[config.mk]
export PLATFORM = sky130hd
export DESIGN_NAME = mem_port_arbiter
export DESIGN_NICKNAME = d
export VERILOG_FILES = /design/src/rtl/mem_port_arbiter.sv
export SDC_FILE = /design/constraint.sdc
export NUM_CORES = 1
export LEC_CHECK = 0
export CAP_MARGIN = 15
export CORE_ASPECT_RATIO = 0.8
export CORE_UTILIZATION = 41
export DETAILED_ROUTE_END_ITERATION = 12
export HOLD_SLACK_MARGIN = 0.08
export MAX_ROUTING_LAYER = met4
export PLACE_DENSITY_LB_ADDON = 0.3
export SYNTH_ARGS = -nofsm -noshare
export SYNTH_HDL_FRONTEND = slang
export SYNTH_SLANG_ARGS = --single-unit
[constraint.sdc]
create_clock -name clk_i -period 5.5 [get_ports clk_i]
set_input_delay 0.55 -clock clk_i [delete_from_list [all_inputs] [get_ports clk_i]]
set_output_delay 0.55 -clock clk_i [all_outputs]
set_load 0.05 [all_outputs]
[src/rtl/mem_port_arbiter.sv]
// Shares one memory port between instruction fetch and data access.
// Data wins arbitration unless a waiting fetch has been passed over MAX_DM_STREAK times.
module mem_port_arbiter #(
  parameter int MAX_DM_STREAK = 4,
  parameter int TIMEOUT       = 64
) (
  input  logic        clk_i,
  input  logic        rst_i,
  input  logic        if_req_i,
  input  logic [31:0] if_addr_i,
  input  logic        if_flush_i,
  output logic        if_gnt_o,
  output logic        if_rvalid_o,
  output logic [15:0] if_rdata_o,
  input  logic        dm_req_i,
  input  logic        dm_we_i,
  input  logic [3:0]  dm_be_i,
  input  logic [31:0] dm_addr_i,
  input  logic [31:0] dm_wdata_i,
  output logic        dm_gnt_o,
  output logic        dm_rvalid_o,
  output logic [31:0] dm_rdata_o,
  output logic        stall_o,
  output logic        err_o,
  output logic        mem_req_o,
  output logic        mem_we_o,
  output logic [3:0]  mem_be_o,
  output logic [31:0] mem_addr_o,
  output logic [31:0] mem_wdata_o,
  input  logic        mem_ready_i,
  input  logic [31:0] mem_rdata_i
);
  localparam int SW = $clog2(MAX_DM_STREAK + 1);
  localparam int TW = (TIMEOUT > 0) ? $clog2(TIMEOUT + 1) : 1;
  localparam logic [SW-1:0] STREAK_MAX = SW'(MAX_DM_STREAK);
  localparam logic [TW-1:0] T_LAST     = TW'((TIMEOUT > 0) ? TIMEOUT - 1 : 0);
  localparam bit            T_EN       = (TIMEOUT > 0);

  typedef enum logic [1:0] {IDLE, IF_WAIT, DM_WAIT} state_t;

  state_t          r_state, w_next;
  logic [SW-1:0]   r_streak;
  logic [TW-1:0]   r_tcnt;
  logic            r_flushed, r_hsel, r_err;
  logic            r_if_gnt, r_dm_gnt, r_if_rvalid, r_dm_rvalid;
  logic [15:0]     r_if_rdata;
  logic [31:0]     r_dm_rdata;
  logic            r_mem_req, r_mem_we;
  logic [3:0]      r_mem_be;
  logic [31:0]     r_mem_addr, r_mem_wdata;

  logic            w_streak_hit, w_dm_start, w_if_start, w_busy;
  logic            w_done, w_abort, w_end;
  logic            w_if_rvalid_d, w_dm_rvalid_d;
  logic [15:0]     w_if_rdata_d;
  logic [31:0]     w_dm_rdata_d;
  logic            w_unused;

  assign w_unused = ^{if_addr_i[0], dm_addr_i[1:0]};

  // State register
  always_ff @(posedge clk_i or posedge rst_i) begin
    if (rst_i) r_state <= IDLE;
    else       r_state <= w_next;
  end

  // Next-state logic
  always_comb begin
    w_next = r_state;
    case (r_state)
      IDLE: begin
        if (w_dm_start)      w_next = DM_WAIT;
        else if (w_if_start) w_next = IF_WAIT;
      end
      IF_WAIT, DM_WAIT: if (w_end) w_next = IDLE;
      default: w_next = IDLE;
    endcase
  end

  // Arbitration decode and response values registered at the next edge
  always_comb begin
    w_streak_hit  = (r_streak == STREAK_MAX) && if_req_i;
    w_busy        = (r_state != IDLE);
    w_dm_start    = (r_state == IDLE) && dm_req_i && !w_streak_hit;
    w_if_start    = (r_state == IDLE) && if_req_i && (!dm_req_i || w_streak_hit);
    w_done        = w_busy && mem_ready_i;
    // Ready in the same cycle as the last allowed wait cycle counts as completion.
    w_abort       = T_EN && w_busy && !mem_ready_i && (r_tcnt == T_LAST);
    w_end         = w_done || w_abort;
    w_if_rvalid_d = (r_state == IF_WAIT) && w_end && !(r_flushed || if_flush_i);
    w_dm_rvalid_d = (r_state == DM_WAIT) && w_end;
    w_if_rdata_d  = 16'h0;
    w_dm_rdata_d  = 32'h0;
    if ((r_state == IF_WAIT) && w_done)
      w_if_rdata_d = r_hsel ? mem_rdata_i[31:16] : mem_rdata_i[15:0];
    if ((r_state == DM_WAIT) && w_done && !r_mem_we)
      w_dm_rdata_d = mem_rdata_i;
  end

  always_ff @(posedge clk_i or posedge rst_i) begin
    if (rst_i) begin
      r_streak    <= '0;
      r_tcnt      <= '0;
      r_flushed   <= 1'b0;
      r_hsel      <= 1'b0;
      r_err       <= 1'b0;
      r_if_gnt    <= 1'b0;
      r_dm_gnt    <= 1'b0;
      r_if_rvalid <= 1'b0;
      r_dm_rvalid <= 1'b0;
      r_if_rdata  <= '0;
      r_dm_rdata  <= '0;
      r_mem_req   <= 1'b0;
      r_mem_we    <= 1'b0;
      r_mem_be    <= '0;
      r_mem_addr  <= '0;
      r_mem_wdata <= '0;
    end else begin
      r_if_gnt    <= w_if_start;
      r_dm_gnt    <= w_dm_start;
      r_if_rvalid <= w_if_rvalid_d;
      r_dm_rvalid <= w_dm_rvalid_d;
      r_if_rdata  <= w_if_rdata_d;
      r_dm_rdata  <= w_dm_rdata_d;
      if (w_abort) r_err <= 1'b1;

      if (!if_req_i || w_if_start)                  r_streak <= '0;
      else if (w_dm_start && r_streak != STREAK_MAX) r_streak <= r_streak + SW'(1);

      if (!w_busy)                                      r_tcnt <= '0;
      else if (T_EN && !mem_ready_i && !w_abort)        r_tcnt <= r_tcnt + TW'(1);

      if (w_if_start)                               r_flushed <= 1'b0;
      else if ((r_state == IF_WAIT) && if_flush_i)  r_flushed <= 1'b1;

      if (w_dm_start) begin
        r_mem_req   <= 1'b1;
        r_mem_we    <= dm_we_i;
        r_mem_be    <= dm_be_i;
        r_mem_addr  <= {dm_addr_i[31:2], 2'b00};
        r_mem_wdata <= dm_wdata_i;
      end else if (w_if_start) begin
        r_mem_req   <= 1'b1;
        r_mem_we    <= 1'b0;
        r_mem_be    <= 4'hF;
        r_mem_addr  <= {if_addr_i[31:2], 2'b00};
        r_mem_wdata <= 32'h0;
        r_hsel      <= if_addr_i[1];
      end else if (w_end) begin
        r_mem_req   <= 1'b0;
      end
    end
  end

  assign stall_o     = dm_req_i | (r_state == DM_WAIT);
  assign if_gnt_o    = r_if_gnt;
  assign dm_gnt_o    = r_dm_gnt;
  assign if_rvalid_o = r_if_rvalid;
  assign dm_rvalid_o = r_dm_rvalid;
  assign if_rdata_o  = r_if_rdata;
  assign dm_rdata_o  = r_dm_rdata;
  assign err_o       = r_err;
  assign mem_req_o   = r_mem_req;
  assign mem_we_o    = r_mem_we;
  assign mem_be_o    = r_mem_be;
  assign mem_addr_o  = r_mem_addr;
  assign mem_wdata_o = r_mem_wdata;

endmodule

==> impl_metrics.toml <==
[synthesis]
synth.area.mux_share_pct = 3.64
synth-simple-area-share_pct = 12.7
synth_top_area_share_pct = 62.6
syn_area_mm2 = 0.00540
synth_fa_ha_area_share_pct = 1.39
synth_cells = 404
synth_area_leaders = "dfrtp_1, and2_1, a221o_1, a22o_1, mux2i_1"
synth_top_area_cell = "dfrtp_1"
ys_warn_count = 0
synth_compound_area_share_pct = 15.1
seq_area_frac_synth_pct = 62.6
synth_cell_type_count = 50
avgSynthCellArea_um2 = 13.4
synth_top_family_by_area = "compound AO/OA/AOI/OAI gates"
synth_xor_area_share_pct = 0
synth-seq-cells = 135

[timing]
rsz0062_at_grt = "false"
finalSetupViolCount = 0
hold_slack_ns = 0.425
relSlewSlack_pct = 35.5
slew_violations = 0
tns_ns = 0
finalHoldViolations = 0
worst_slew_pin_slew_ns = 0.967
finalWorstSetupSlack_ns = 2.60
min_period_over_period_pct = 52.7
fin_skew_ns = 0.00600
min_period_ns = 2.90
max_clock_freq_mhz = 345

[detailed_routing]
wirelength_um = 15800
vias = 4330
via_per_inst = 5.12
drcViolationCount = 0
drt-wirelength-per-cell_um = 18.7
drtIter0Drc = 258
ant_nets = 0
drt-pass1-iter-count = 4

[place]
hpwl_um = 11000
numPlacedInstances = 814
place_ws_ns = 2.60
place_congestion = 0.806
io_buffers = 257

[cts]
clk-insertion-delay-late_ns = 0.41
ctsHoldBuffers = 0
clockRootBuffer = "clkbuf_16"
clkTransAtPathRegs_ns = 0.06
h-tree-depth = 4
clk_path_buf_depth = 2
numCtsBuffers = 17
cts_resized = 0
cts_tree = "yes"
postCtsSetupRepairBufs = 0
cts_sinks = 135

[pwr]
p_comb_share_pct = 46.7
swShare_pct = 41.7
leakage_uw = 0.00384
peakVddDrop_v = 0.000322
p_switching_uw = 2130
p_int_uw = 2990
power_frac_clock_pct = 24.3
sequentialPowerShare_pct = 29.0
power_density_mw_per_mm2 = 589

[floorplanning]
die_h_um = 105
die_w_um = 130
dieArea_mm2 = 0.0136
core_mm2 = 0.0128
ios = 263
initial_utilization_pct = 42.1
num_rows = 37

[run]
drv_cap = 0

[cells_and_area]
area_growth_pct = 61.3
fin_nets = 803
drive_above_1_share_pct = 7.30
final_cells = 846
fin_util_pct = 67.9
diodes = 0

[worst_setup_path]
crit_path_start_kind = "input port"
worstPathRequired_ns = 4.95
reg2reg_depth = 5
cpMostUsedCell = "clkdlybuf4s50_1"
crit_arrival_ns = 2.35
cp_max_fo = 12
cpMaxStageDelayCell = "clkdlybuf4s50_1"
crit_chain = "clkdlybuf4s50_1, or2_2, clkdlybuf4s50_1"
cpPeakStageDelay_ns = 0.80
path_class = "input port to primary output"
end_kind = "primary output"

[worst_hold_path]
whs_path_depth = 1
hp-class = "flop to flop"

[global_route]
antenna_found_initial = 0
grt_max_degree = 78
grt-ovfl-total = 0
grt_pass1_wl_um = 24400
grt_pass1_vias = 4562
grt_usage_pct = 24.8

[run_status]
outcome = "completed"
[cells in the final DEF, fill, tap and decap left out, drive strengths merged, types with 2 or more instances in the layout]
cell | netlist | layout
a211o | 2 | 2
a21boi | 3 | 3
a21oi | 7 | 7
a221o | 30 | 30
a22o | 33 | 33
a311oi | 3 | 3
and2 | 63 | 63
and4b | 2 | 2
buf | 26 | 5
bufinv | 0 | 4
clkbuf | 2 | 22
clkdlybuf4s50 | 0 | 257
clkinv | 1 | 5
clkinvlp | 0 | 2
conb | 1 | 2
dfrtp | 135 | 135
ha | 6 | 6
inv | 9 | 9
mux2 | 2 | 2
mux2i | 17 | 17
nand2 | 9 | 9
nand3 | 3 | 3
nand3b | 2 | 2
nor2 | 21 | 21
nor3 | 3 | 3
nor3b | 2 | 2
o21ai | 3 | 3
o22a | 4 | 4
[cells by family after synthesis]
logic type                 after synthesis
and+or+nand+nor                        113
AOI/OAI and AO/OA                       92
muxes                                   19
DFF                                    135
adders and majority gates                6
buffers and inverters                   38
other                                    1
[Yosys cell counts (all sizes together)]
| master | count |
|---|---|
| dfrtp | 135 |
| and2 | 63 |
| a22o | 33 |
| a221o | 30 |
| buf | 26 |
| nor2 | 21 |
| mux2i | 17 |
| inv | 9 |
| nand2 | 9 |
| a21oi | 7 |
| ha | 6 |
| o22a | 4 |
| a21boi | 3 |
| a311oi | 3 |
| nand3 | 3 |
| nor3 | 3 |
| o21ai | 3 |
| a211o | 2 |
| and4b | 2 |
| clkbuf | 2 |
| mux2 | 2 |
| nand3b | 2 |
| nor3b | 2 |
| a211oi | 1 |
| a31oi | 1 |
| and3b | 1 |
| and4 | 1 |
| clkinv | 1 |
| conb | 1 |
| nand4 | 1 |
| nand4b | 1 |
| nor2b | 1 |
| nor4 | 1 |
| nor4b | 1 |
| o2111a | 1 |
| o211a | 1 |
| o21bai | 1 |
| o22ai | 1 |
| o2bb2ai | 1 |
| or2 | 1 |
[flip-flops by register name (all words and copies together), names as in the netlist]
register and count:
r_tcnt 7, r_hsel 1, r_flushed 1, dm_gnt_o 1, mem_addr_o 30, dm_rdata_o 32, mem_req_o 1, err_o 1
if_rvalid_o 1, r_streak 3, mem_wdata_o 32, mem_be_o 4, r_state 2, if_gnt_o 1, mem_we_o 1, if_rdata_o 16
dm_rvalid_o 1
[worst max-delay path, delay by kind of cell]
| family | cells | cell delay (ns) |
|---|---|---|
| buf+inv | 2 | 1.59 |
| simple gates | 1 | 0.20 |
[stage by stage]
step / total power (µW) / cell area, µm²
2_1_floorplan: 3070 / 5400
3_3_place_gp: 3830 / 8040
3_5_place_dp: 3890 / 8040
4_1_cts: 5160 / 8700
5_1_grt: 5340 / 8700
6_report: 5120 / 8700
[layout make-up]
cell class,instances,area [µm²]
Fill cell,936,4120
Tap cell,175,219
Multi-Input combinational cell,232,1790
Inverter,10,42.5
Clock buffer,22,494
Timing Repair Buffer,262,2610
Sequential cell,135,3380
Clock inverter,10,166
[routing by layer]
layer	global-route usage [%]	share of wire [%]	wire length, µm
met4	7.81	1.5	241
met3	10.8	11	1770
met1	28.1	39	6130
met2	39.2	48	7670
met5	-	0	0
[power by group through the flow]
stage	logic (µW)	registers, µW	clock network, µW
floorplan	661	2410	0
finish	2390	1490	1250
detailed placement	2390	1500	0
CTS	2410	1490	1270
global route	2510	1520	1310
global placement	2350	1480	0
[final timing paths]
| check | to | slack [ns] | from |
|---|---|---|---|
| min in group asynchronous | mem_addr_o[29]$_DFFE_PP0P_ | 0.71 | rst_i |
| setup / recovery | stall_o | 2.60 | dm_req_i |
| max in group asynchronous | r_tcnt[6]$_DFFE_PP0P_ | 4.06 | rst_i |
| hold / removal | if_rvalid_o$_DFF_PP0_ | 0.43 | r_flushed$_DFFE_PP0P_ |
| setup reg to reg | if_rdata_o[15]$_DFF_PP0_ | 2.77 | r_state[0]$_DFFE_PP0P_ |
| hold reg to reg | if_rvalid_o$_DFF_PP0_ | 0.43 | r_flushed$_DFFE_PP0P_ |
(Power assumes the default switching activity.)
